**config.mk**
```make
export PLATFORM = sky130hd
export DESIGN_NAME = pc_ctrl_flat
export DESIGN_NICKNAME = d
export VERILOG_FILES = /design/src/rtl/pc_ctrl_if.sv /design/src/rtl/pc_ctrl.sv /design/src/flat_wrapper.sv
export SDC_FILE = /design/constraint.sdc
export NUM_CORES = 1
export LEC_CHECK = 0
export BUFFER_PORTS_ARGS = -buffer_cell sky130_fd_sc_hd__buf_2
export CORE_AREA = 2 2 171 173
export DETAILED_ROUTE_END_ITERATION = 6
export DIE_AREA = 0 0 173 175
export SYNTH_ARGS = -nofsm -noshare
export SYNTH_HDL_FRONTEND = slang
export SYNTH_SLANG_ARGS = --single-unit
```
**constraint.sdc**
```tcl
create_clock -name clk -period 10.2 [get_ports clk]
set_input_delay 2.04 -clock clk [delete_from_list [all_inputs] [get_ports clk]]
set_output_delay 2.04 -clock clk [all_outputs]
set_load 0.01 [all_outputs]
```
**src/rtl/pc_ctrl_if.sv**
```systemverilog
// rtl/pc_ctrl_if.sv - fetch/debug signal bundle between the debug host and the PC unit
interface pc_ctrl_if #(
  parameter int ADDR_W = 32,
  parameter int BPI_W  = 2
);
  logic [5:0]        stall;
  logic              branch_flag_i;
  logic [ADDR_W-1:0] branch_target_address_i;
  logic              cp0_branch_flag;
  logic [ADDR_W-1:0] cp0_branch_addr;
  logic              bp_we;
  logic [BPI_W-1:0]  bp_idx;
  logic [ADDR_W-1:0] bp_addr;
  logic              bp_en;
  logic              halt_req;
  logic              resume;
  logic [7:0]        step_cnt;
  logic [ADDR_W-1:0] pc;
  logic              stop_o;
  logic              halted;
  logic              has_break;
  logic [BPI_W-1:0]  bp_hit_idx;
  logic [1:0]        halt_cause;

  modport master (
    output stall, branch_flag_i, branch_target_address_i, cp0_branch_flag, cp0_branch_addr,
           bp_we, bp_idx, bp_addr, bp_en, halt_req, resume, step_cnt,
    input  pc, stop_o, halted, has_break, bp_hit_idx, halt_cause
  );

  modport slave (
    input  stall, branch_flag_i, branch_target_address_i, cp0_branch_flag, cp0_branch_addr,
           bp_we, bp_idx, bp_addr, bp_en, halt_req, resume, step_cnt,
    output pc, stop_o, halted, has_break, bp_hit_idx, halt_cause
  );
endinterface

```
**src/rtl/pc_ctrl.sv**
```systemverilog
// rtl/pc_ctrl.sv - fetch PC generator with breakpoints, halt/resume and single-step
module pc_ctrl #(
  parameter int                ADDR_W   = 32,
  parameter logic [ADDR_W-1:0] RESET_PC = 32'hBFC00000,
  parameter int                INC      = 4,
  parameter int                NUM_BP   = 4,
  localparam int               BPI_W    = (NUM_BP > 1) ? $clog2(NUM_BP) : 1
) (
  input logic       clk,
  input logic       rst,
  pc_ctrl_if.slave  bus
);

  typedef enum logic [1:0] {S_RUN = 2'd0, S_STEP = 2'd1, S_HALT = 2'd2} state_t;

  state_t            state_q, state_d;
  logic [ADDR_W-1:0] pc_q, pc_d;
  logic [ADDR_W-1:0] bp_addr_q [NUM_BP];
  logic [NUM_BP-1:0] bp_en_q;
  logic [7:0]        cnt_q, cnt_d;
  logic              skip_q, skip_d;
  logic              has_break_q, has_break_d;
  logic [BPI_W-1:0]  bp_hit_idx_q, bp_hit_idx_d, hit_idx;
  logic [1:0]        cause_q, cause_d;
  logic              hit, active, advance, step_done, stop;
  logic              stall_unused;

  // only stall[0] concerns the fetch PC; the rest belongs to later stages
  assign stall_unused = ^bus.stall[5:1];

  // breakpoint slot storage; written in any state
  always_ff @(posedge clk or posedge rst) begin
    if (rst) begin
      for (int i = 0; i < NUM_BP; i++) bp_addr_q[i] <= '0;
      bp_en_q <= '0;
    end else if (bus.bp_we && (int'(bus.bp_idx) < NUM_BP)) begin
      bp_addr_q[bus.bp_idx] <= bus.bp_addr;
      bp_en_q[bus.bp_idx]   <= bus.bp_en;
    end
  end

  // match current pc against enabled slots, lowest index wins; skip masks the resumed-at address
  always_comb begin
    hit     = 1'b0;
    hit_idx = '0;
    for (int i = NUM_BP - 1; i >= 0; i--) begin
      if (bp_en_q[i] && (bp_addr_q[i] == pc_q)) begin
        hit     = 1'b1;
        hit_idx = BPI_W'(i);
      end
    end
    if (skip_q) hit = 1'b0;
  end

  // state register
  always_ff @(posedge clk or posedge rst) begin
    if (rst) state_q <= S_RUN;
    else     state_q <= state_d;
  end

  // next state: cp0 redirect outranks halting, hit/halt_req outrank the step counter
  always_comb begin
    state_d = state_q;
    case (state_q)
      S_RUN, S_STEP: begin
        if (!bus.cp0_branch_flag && (hit || bus.halt_req)) state_d = S_HALT;
        else if (step_done)                                state_d = S_HALT;
      end
      S_HALT: begin
        if (bus.resume && !bus.halt_req) state_d = (bus.step_cnt == 8'd0) ? S_RUN : S_STEP;
      end
      default: state_d = S_RUN;
    endcase
  end

  // outputs: freeze request and advance qualification
  always_comb begin
    active    = (state_q != S_HALT);
    advance   = active && (bus.cp0_branch_flag || (!hit && !bus.halt_req && !bus.stall[0]));
    step_done = (state_q == S_STEP) && advance && (cnt_q == 8'd1);
    stop      = !active || (!bus.cp0_branch_flag && (hit || bus.halt_req));
  end

  // datapath next values: pc, step counter, skip and debug status
  always_comb begin
    pc_d         = pc_q;
    cnt_d        = cnt_q;
    skip_d       = skip_q;
    has_break_d  = has_break_q;
    bp_hit_idx_d = bp_hit_idx_q;
    cause_d      = cause_q;
    if (active) begin
      if (bus.cp0_branch_flag)
        pc_d = bus.cp0_branch_addr;
      else if (advance)
        pc_d = bus.branch_flag_i ? bus.branch_target_address_i : pc_q + ADDR_W'(INC);
      if (advance) begin
        skip_d = 1'b0;
        if (state_q == S_STEP) cnt_d = cnt_q - 8'd1;
      end
      if (!bus.cp0_branch_flag && hit) begin
        has_break_d  = 1'b1;
        bp_hit_idx_d = hit_idx;
        cause_d      = 2'b01;
      end else if (!bus.cp0_branch_flag && bus.halt_req) begin
        cause_d = 2'b10;
      end else if (step_done) begin
        cause_d = 2'b11;
      end
    end else if (bus.resume && !bus.halt_req) begin
      skip_d      = 1'b1;
      cnt_d       = bus.step_cnt;
      has_break_d = 1'b0;
      cause_d     = 2'b00;
    end
  end

  // datapath registers
  always_ff @(posedge clk or posedge rst) begin
    if (rst) begin
      pc_q         <= RESET_PC;
      cnt_q        <= 8'd0;
      skip_q       <= 1'b0;
      has_break_q  <= 1'b0;
      bp_hit_idx_q <= '0;
      cause_q      <= 2'b00;
    end else begin
      pc_q         <= pc_d;
      cnt_q        <= cnt_d;
      skip_q       <= skip_d;
      has_break_q  <= has_break_d;
      bp_hit_idx_q <= bp_hit_idx_d;
      cause_q      <= cause_d;
    end
  end

  assign bus.pc         = pc_q;
  assign bus.stop_o     = stop;
  assign bus.halted     = (state_q == S_HALT);
  assign bus.has_break  = has_break_q;
  assign bus.bp_hit_idx = bp_hit_idx_q;
  assign bus.halt_cause = cause_q;

endmodule
```
**src/flat_wrapper.sv**
```systemverilog
// flat-port wrapper written by rule: the top's interface ports become plain ports
module pc_ctrl_flat 
#(
  parameter int                ADDR_W   = 32,
  parameter logic [ADDR_W-1:0] RESET_PC = 32'hBFC00000,
  parameter int                INC      = 4,
  parameter int                NUM_BP   = 4,
  localparam int               BPI_W    = (NUM_BP > 1) ? $clog2(NUM_BP) : 1
)
  (clk, rst, bus_stall, bus_branch_flag_i, bus_branch_target_address_i, bus_cp0_branch_flag, bus_cp0_branch_addr, bus_bp_we, bus_bp_idx, bus_bp_addr, bus_bp_en, bus_halt_req, bus_resume, bus_step_cnt, bus_pc, bus_stop_o, bus_halted, bus_has_break, bus_bp_hit_idx, bus_halt_cause);
  pc_ctrl_if #(.ADDR_W(ADDR_W)) bus_i ();
  input logic clk;
  input logic rst;
  input wire logic [$bits(bus_i.stall)-1:0] bus_stall;
  input wire logic [$bits(bus_i.branch_flag_i)-1:0] bus_branch_flag_i;
  input wire logic [$bits(bus_i.branch_target_address_i)-1:0] bus_branch_target_address_i;
  input wire logic [$bits(bus_i.cp0_branch_flag)-1:0] bus_cp0_branch_flag;
  input wire logic [$bits(bus_i.cp0_branch_addr)-1:0] bus_cp0_branch_addr;
  input wire logic [$bits(bus_i.bp_we)-1:0] bus_bp_we;
  input wire logic [$bits(bus_i.bp_idx)-1:0] bus_bp_idx;
  input wire logic [$bits(bus_i.bp_addr)-1:0] bus_bp_addr;
  input wire logic [$bits(bus_i.bp_en)-1:0] bus_bp_en;
  input wire logic [$bits(bus_i.halt_req)-1:0] bus_halt_req;
  input wire logic [$bits(bus_i.resume)-1:0] bus_resume;
  input wire logic [$bits(bus_i.step_cnt)-1:0] bus_step_cnt;
  output wire logic [$bits(bus_i.pc)-1:0] bus_pc;
  output wire logic [$bits(bus_i.stop_o)-1:0] bus_stop_o;
  output wire logic [$bits(bus_i.halted)-1:0] bus_halted;
  output wire logic [$bits(bus_i.has_break)-1:0] bus_has_break;
  output wire logic [$bits(bus_i.bp_hit_idx)-1:0] bus_bp_hit_idx;
  output wire logic [$bits(bus_i.halt_cause)-1:0] bus_halt_cause;
  assign bus_i.stall = bus_stall;
  assign bus_i.branch_flag_i = bus_branch_flag_i;
  assign bus_i.branch_target_address_i = bus_branch_target_address_i;
  assign bus_i.cp0_branch_flag = bus_cp0_branch_flag;
  assign bus_i.cp0_branch_addr = bus_cp0_branch_addr;
  assign bus_i.bp_we = bus_bp_we;
  assign bus_i.bp_idx = bus_bp_idx;
  assign bus_i.bp_addr = bus_bp_addr;
  assign bus_i.bp_en = bus_bp_en;
  assign bus_i.halt_req = bus_halt_req;
  assign bus_i.resume = bus_resume;
  assign bus_i.step_cnt = bus_step_cnt;
  assign bus_pc = bus_i.pc;
  assign bus_stop_o = bus_i.stop_o;
  assign bus_halted = bus_i.halted;
  assign bus_has_break = bus_i.has_break;
  assign bus_bp_hit_idx = bus_i.bp_hit_idx;
  assign bus_halt_cause = bus_i.halt_cause;
  pc_ctrl #(.ADDR_W(ADDR_W), .RESET_PC(RESET_PC), .INC(INC), .NUM_BP(NUM_BP)) u_core (.clk(clk), .rst(rst), .bus(bus_i));
endmodule
```
==> results.json <==
{
  "critPathMaxFanout": 44,
  "first_iter_violations": 514,
  "fillers": 2852,
  "dp_hpwl_mm": 19.60,
  "grt_pass1_wl_mm": 41.72,
  "syn_area_per_cell_sq_um": 10.95,
  "ant_nets": 0,
  "cts_root_buffer": "clkbuf_16",
  "synth_compound_area_frac": 0.08459,
  "hold_buffers": 0,
  "hold_viol": 0,
  "period_share": 0.5405,
  "yosys.area_share.simple": 0.1090,
  "row_count": 62,
  "ys_types": 59,
  "routedWlPerCell_um": 19.12,
  "cts_buffer_depth": 2,
  "skew_ns": 0.01765,
  "boundaryPins": 159,
  "worstSetupStartpointType": "input pin",
  "setup_slack_ns": 4.687,
  "synth_top_area_share": 0.4344,
  "p_leak_nw": 4.891,
  "synth_area_leaders": "dfrtp_1 43%, mux2_2 16%, xor2_1 8.7%, xnor2_1 4.4%, a21oi_1 2.7%",
  "detail_route.first_pass.iterations": 5,
  "top_layer_used": "met5",
  "synth-seq-area-share": 0.4584,
  "tns_ns": 0,
  "clkSinkCount": 180,
  "outcome": "finished, final reports clean",
  "final_util": 0.4044,
  "synth_ff_type": "dfrtp_1",
  "criticalPathCategory": "in -> out",
  "finish.net_count": 1140,
  "vias_per_cell": 5.128,
  "dr_wl_met3_mm": 1.496,
  "syn_nets": 1027,
  "fmax_mhz": 181.4,
  "ir_worst_vdd_uv": 130.1,
  "yosys_warnings": 0,
  "worstSetupEndpointType": "output pin",
  "antenna_found_initial": 6,
  "setup_viol": 0,
  "synth.most_common_cell": "dfrtp_1",
  "grt_pass1_vias": 6935,
  "power_density_nw_per_um2": 259.6,
  "slew_violations": 0,
  "cts_tree": "built",
  "route.met2.wl_mm": 12.38,
  "cts_setup_buffers": 0,
  "place_congestion": 0.7985,
  "cts_resized": 0,
  "synth_edf_count": 0,
  "cts_buffers": 17,
  "worstPathRequired_ns": 8.16,
  "detail_route.drc_violations": 0,
  "start_util": 0.3470,
  "period_minus_slack_ns": 5.513,
  "die_y_um": 175,
  "yosys_register_bits": 180,
  "layout.cells.non_filler": 1412,
  "dp_slack_ns": 4.717,
  "synth-xor-area-share": 0.1307,
  "drv_cap": 0,
  "numPortBuffers": 153,
  "grt_start_max_net_pins": 69,
  "synth_top_family_by_area": "multiplexers",
  "synth_mux_area_frac": 0.1698,
  "hold_slack_ns": 0.5072,
  "placed_cells": 1378,
  "drive_gt1_frac": 0.3392,
  "num_vias": 7241,
  "dieArea_sq_um": 30280,
  "worst_pin_slew_ns": 0.8467,
  "syn_inst": 900,
  "cp_data_arrival_time_ns": 3.47,
  "max_slew_margin": 0.4355,
  "synth-adder-area-share": 0.008891,
  "hp-class": "reg -> reg",
  "post_synth_most_frequent_cells": "171 x dfrtp_1, 137 x mux2_2, 98 x xor2_1",
  "die_w_um": 173,
  "clk_pin_slew_worst_paths_ns": 0.06,
  "gr-total-overflow": 0,
  "clock_latency_ns": 0.43,
  "async_reset_ff_frac": 1.000,
  "synth_area_sq_um": 9851,
  "area_delta_synth_final_pct": 16.56,
  "cts-htree-levels": 4,
  "rsz0062_at_grt": "no",
  "grtUsageTotal": 0.1791,
  "synth_top_area_cell": "dfrtp_1",
  "core_area_sq_um": 28390,
  "drt-total-wl_mm": 27.00,
  "met1_length_mm": 12.72
}
## cell type report
class	instances	area, sq um	share of cell area
clock buffers	19	442.9	0.03857
flip-flops and latches	180	4516	0.3933
inverters	10	42.54	0.003705
clock inverters	13	195.2	0.01700
multi-input cells	641	4960	0.4319
well taps	384	480.5	0.04184
repair buffers	163	840.8	0.07323
diodes	2	5.005	0.0004359
## routing by layer
metal | track usage | vias to the layer above
li1 | - | 3400
met4 | 0.04590 | 8
met2 | 0.2793 | 196
met3 | 0.04373 | 29
met5 | 0 | -
met1 | 0.2493 | 3608
## flip-flops by register name (all words and copies together) (netlist names)
signal,count
u_core.bp_addr_q,128
u_core.bus.pc,32
u_core.cnt_q,8
u_core.bp_en_q,4
u_core.bus.bp_hit_idx,2
u_core.bus.halt_cause,2
u_core.state_q,2
u_core.bus.has_break,1
u_core.skip_q,1
## critical path, cell delays in order
cell	delay [ns]
buf_2	0.10
buf_4	0.26
or2_2	0.38
a41oi_4	0.36
nor2_1	0.12
nand2_1	0.08
buf_2	0.12
## power by group
group | internal [mW] | switching [mW] | total [mW]
logic | 0.485 | 0.505 | 0.990
registers | 0.914 | 0.358 | 1.27
clock network | 0.422 | 0.296 | 0.719
## cell families (layout without fill, tap and decap cells)
| logic type | Yosys count | in the layout |
|---|---|---|
| AND/OR/NAND/NOR | 211 | 211 |
| flip-flops | 180 | 180 |
| multiplexers | 150 | 150 |
| XOR/XNOR | 147 | 147 |
| AO/OA/AOI/OAI | 126 | 126 |
| buffers and inverters | 79 | 205 |
| adder cells (fa/ha/maj) | 7 | 7 |
| other | 0 | 2 |
## layout by cell type (no fill, tap or decap), drive strengths merged, types with 9 or more instances in the layout
cell type / n
nand3: 19
nand2: 39
mux2i: 13
nor4: 23
dfstp: 9
inv: 14
mux2: 137
nor2: 61
o21ai: 20
a21oi: 54
xnor2: 49
dfrtp: 171
nor3: 13
buf: 163
clkbuf: 19
nand4: 16
xor2: 98
## path summary, 6_finish.rpt
path | from | endpoint | slack (ns) | depth (start not counted)
min reg2reg | u_core.bp_en_q[3] | u_core.bp_en_q[3] | 0.51 | 1
max | bus_cp0_branch_flag | bus_stop_o | 4.69 | 7
max in group asynchronous | rst | u_core.bp_addr_q[91] | 7.29 | 3
max reg2reg | u_core.bus.pc[24] | u_core.bus.pc[0] | 6.43 | 9
min | u_core.bp_en_q[3] | u_core.bp_en_q[3] | 0.51 | 1
min in group asynchronous | rst | u_core.bp_addr_q[32] | 1.66 | 2
## metrics by stage
stage / instance area [sq um] / total power, mW
floorplan: 9851 / 1.945
global placement: 10840 / 2.254
detailed placement: 10840 / 2.276
CTS: 11480 / 3.004
global route: 11480 / 3.166
finish: 11480 / 2.981
No activity file was read; power rests on OpenSTA's default activity.
